### src/rtl/hilbert_envelope_detector.sv
// Aligns raw PCM with Hilbert FIR quadrature output and computes
// envelope floor(sqrt(I^2+Q^2)) with a 16-step restoring square root.
module hilbert_envelope_detector #(
  parameter  int DELAY = 31,
  localparam int DEPTH = DELAY + 1,
  localparam int AW    = $clog2(DEPTH)
) (
  input  logic               clk,
  input  logic               rst,
  input  logic signed [15:0] pcm_in,
  input  logic               valid_in,
  input  logic signed [15:0] hilb_in,
  input  logic               hilb_valid,
  output logic        [15:0] env_out,
  output logic signed [15:0] i_out,
  output logic signed [15:0] q_out,
  output logic               env_valid,
  output logic               busy,
  output logic               overrun
);

  typedef enum logic [1:0] {
    IDLE,
    SQUARE,
    ROOT,
    DONE
  } state_t;

  state_t state, state_nxt;

  logic signed [15:0] mem [DEPTH];
  logic [AW-1:0]      wr_ptr;
  logic [AW-1:0]      wr_ptr_nxt;

  logic signed [15:0] i_reg, q_reg;
  logic [31:0]        rad;
  logic [15:0]        root;
  logic [17:0]        rem;
  logic [3:0]         iter;

  logic signed [31:0] ii, qq;
  logic [31:0]        sum_sq;
  logic [19:0]        rem_sh, trial, rem_nxt;
  logic               ge;
  logic [15:0]        root_nxt;

  assign busy = (state != IDLE);

  assign wr_ptr_nxt = (wr_ptr == AW'(DEPTH - 1)) ? '0 : wr_ptr + 1'b1;

  // Each square is at most 2^30, so the unsigned sum cannot overflow.
  assign ii     = i_reg * i_reg;
  assign qq     = q_reg * q_reg;
  assign sum_sq = $unsigned(ii) + $unsigned(qq);

  // One restoring step: bring down the next two radicand bits.
  assign rem_sh   = {rem, rad[31:30]};
  assign trial    = {2'b00, root, 2'b01};
  assign ge       = (rem_sh >= trial);
  assign rem_nxt  = ge ? (rem_sh - trial) : rem_sh;
  assign root_nxt = {root[14:0], ge};

  always_ff @(posedge clk or posedge rst) begin
    if (rst) begin
      state <= IDLE;
    end else begin
      state <= state_nxt;
    end
  end

  always_comb begin
    state_nxt = state;
    unique case (state)
      IDLE:   if (hilb_valid) state_nxt = SQUARE;
      SQUARE: state_nxt = ROOT;
      ROOT:   if (iter == 4'd0) state_nxt = DONE;
      DONE:   state_nxt = IDLE;
      default: state_nxt = IDLE;
    endcase
  end

  always_ff @(posedge clk or posedge rst) begin
    if (rst) begin
      for (int k = 0; k < DEPTH; k++) mem[k] <= '0;
      wr_ptr    <= '0;
      i_reg     <= '0;
      q_reg     <= '0;
      rad       <= '0;
      root      <= '0;
      rem       <= '0;
      iter      <= '0;
      env_out   <= '0;
      i_out     <= '0;
      q_out     <= '0;
      env_valid <= 1'b0;
      overrun   <= 1'b0;
    end else begin
      env_valid <= 1'b0;
      if (valid_in) begin
        mem[wr_ptr] <= pcm_in;
        wr_ptr      <= wr_ptr_nxt;
      end
      if (hilb_valid && state != IDLE) overrun <= 1'b1;
      unique case (state)
        IDLE: begin
          if (hilb_valid) begin
            i_reg <= mem[wr_ptr];
            q_reg <= hilb_in;
          end
        end
        SQUARE: begin
          rad  <= sum_sq;
          root <= '0;
          rem  <= '0;
          iter <= 4'd15;
        end
        ROOT: begin
          rad  <= {rad[29:0], 2'b00};
          root <= root_nxt;
          rem  <= rem_nxt[17:0];
          iter <= iter - 4'd1;
        end
        DONE: begin
          env_out   <= root;
          i_out     <= i_reg;
          q_out     <= q_reg;
          env_valid <= 1'b1;
        end
        default: ;
      endcase
    end
  end

endmodule

### config.mk
export PLATFORM = sky130hd
export DESIGN_NAME = hilbert_envelope_detector
export DESIGN_NICKNAME = d
export VERILOG_FILES = /design/src/rtl/hilbert_envelope_detector.sv
export SDC_FILE = /design/constraint.sdc
export NUM_CORES = 2
export LEC_CHECK = 0
export CORE_UTILIZATION = 58
export DETAILED_ROUTE_END_ITERATION = 12
export GPL_ROUTABILITY_DRIVEN = 0
export PLACE_DENSITY = 0.77
export SETUP_SLACK_MARGIN = 0.2
export SYNTH_ARGS = -nofsm -noshare
export SYNTH_HDL_FRONTEND = slang
export SYNTH_SLANG_ARGS = --single-unit
### constraint.sdc
create_clock -name clk -period 28.4 [get_ports clk]
set_input_delay 8.52 -clock clk [delete_from_list [all_inputs] [get_ports clk]]
set_output_delay 8.52 -clock clk [all_outputs]
set_load 0.01 [all_outputs]
==> flow_summary.json <==
{
  "status": "finished clean",
  "finalCritPeriodShare_pct": 41.3,
  "slew_violations": 0,
  "setup_violations": 0,
  "min_period_ns": 11.74,
  "ant_nets": 0,
  "synthesis.area_um2": 47900,
  "synth_most_common_cell": "dfrtp_1",
  "worstPathArrival_ns": 12.36,
  "routed_wl_mm": 105,
  "ys.flop_type": "dfrtp_1",
  "reg2reg_depth": 24,
  "insertion_delay_ns": 0.64,
  "max_freq_ghz": 0.0852,
  "die_w_um": 289,
  "cts_hold_buf": 0,
  "grt_pass1_vias": 31500,
  "synthCells": 3909,
  "overflow": 0,
  "ios": 87,
  "yosys.area.top_type": "dfrtp_1",
  "setup_ws_ns": 16.66,
  "die_y_um": 289,
  "yosysSeqAreaShare_pct": 35.1,
  "worst_pin_slew_ns": 1.31,
  "initialDrtViolationCount": 1845,
  "hp-class": "reg -> reg",
  "reg.largest.list": "mem (512), rad (32), rem (18)",
  "cts_root_buffer": "clkbuf_16",
  "end_kind": "async pin",
  "synth.avg_cell_area_um2": 12.2,
  "largest_register_ffs": 512,
  "largest-register": "mem",
  "final-hold-violation-count": 0,
  "port_buffers": 86,
  "row_count": 105,
  "drive_above_1_share_pct": 23.8,
  "relSlewSlack_pct": 12.3,
  "start_kind": "input port",
  "antenna_cells": 0,
  "ctsResizeCount": 0,
  "syn_to_final_growth_pct": 9.07,
  "cp_data_required_time_ns": 29.02,
  "post-place-ws_ns": 15.82,
  "htreeDepth": 3,
  "drcViolationCount": 0,
  "wl_per_cell_um": 20.9,
  "tns_ns": 0,
  "synth_cell_types": 76,
  "via_per_inst": 5.73,
  "initial_core_util_pct": 58.5,
  "drtPass1Iterations": 5,
  "grt_antenna_before_repair": 1,
  "yosys-top-cells-area": "dfrtp_1, fa_1, mux2_2",
  "whs_path_depth": 1,
  "synth.ff_latch_count": 671,
  "cp_max_fo": 187,
  "ctsLongestPathBuffers": 3,
  "clock_sinks": 671,
  "rsz0062_at_grt": "no",
  "grt.total_usage_pct": 26.7,
  "coreArea_um2": 81800,
  "ys_async_sr_fraction_pct": 100,
  "fin_skew_ns": 0.0384,
  "critical_path_class": "in -> async",
  "die-area_um2": 83700,
  "grt_first_pass_wirelength_mm": 173,
  "clk_pin_slew_ns": 0.06,
  "synthDominantCellAreaShare_pct": 35.1,
  "post_cts_buffers": 0,
  "synth_edf_count": 0,
  "vias": 28900,
  "grt_max_degree": 188,
  "nNetsFinal": 4642,
  "drv_cap": 0,
  "ys_top_cells_by_count": "dfrtp_1, inv_1, mux2_2, fa_1, nand2_1",
  "tritoncts": "done",
  "synth_nets": 4641,
  "numCtsBuffers": 74,
  "yosysWarnings": 0,
  "dp_hpwl_mm": 73.3
}
## kinds of logic after synthesis
| kind of cell | synth area share, % |
|---|---|
| buffers and inverters | 7.14 |
| xor gates and xnor gates | 1.30 |
| AOI/OAI and AO/OA | 3.84 |
| muxes | 21.0 |
| and+or+nand+nor | 5.31 |
| adders and majority gates | 26.3 |
| DFF | 35.1 |
## layer usage
metal	up-vias	wire (um)	part of all wire [%]	GRT usage (%)
met1	15100	44200	42	36.2
met4	0	3330	3.2	8.67
li1	12700	-	-	-
met2	783	52100	50	44.3
met5	-	0	0	0
met3	215	5510	5.2	4.31
## final timing paths
path,end,from,slack (ns)
max in group clk,mem[84],valid_in,17.67
worst min-delay path,overrun,overrun,0.45
worst min register to register,overrun,overrun,0.45
min in group asynchronous,env_out[5],rst,8.43
worst max-delay path,mem[229],rst,16.66
worst max register to register,rad[30],i_reg[15],19.49
## final cells by class
cell class,instances,area (um^2)
fill,6078,29600
multi-input combinational,2354,27700
tap,1070,1340
clock buffer,105,2180
clock inverter,25,404
sequential,671,16800
inverter,666,2510
timing repair buffer,143,1300
## through the flow
stage	util, %	hold slack (ns)	std cells	cell area, um^2
after floorplan	-	0.464	3909	47900
after global placement	60.7	0.439	4904	49600
after detailed placement	60.7	0.444	4904	49600
after CTS	63.8	0.455	5034	52200
after global routing	63.8	0.469	5034	52200
final	63.8	0.454	5034	52200
## placed cells by master, fill, tap and decap left out, types with 11 or more instances in the layout
cell type        netlist  final
a21o_1                21     21
a21oi_1              101    101
and2_1                90     90
buf_4                  9     56
clkbuf_1             153     11
clkbuf_16              0     75
clkbuf_8               0     19
clkdlybuf4s50_1        0     86
dfrtp_1              671    668
fa_1                 520    520
ha_1                 176    173
inv_1                664    663
mux2_2               584    584
mux2i_1               26     26
mux4_2               143    143
nand2_1              202    201
nand3_1               36     36
nor2_1               117    117
nor2b_1               35     34
o21ai_0               59     59
o21ai_1               16     16
o22ai_1               22     22
xnor2_1               45     45
xor2_1                26     26
## critical path, stage by stage
cell	delay, ns
clkdlybuf4s50_1	0.49
inv_8	0.57
buf_12	0.79
buf_4	0.89
buf_4	0.85
Power is not shown: default switching activity piles up to over one toggle a cycle in this logic, so the estimate is an artifact.
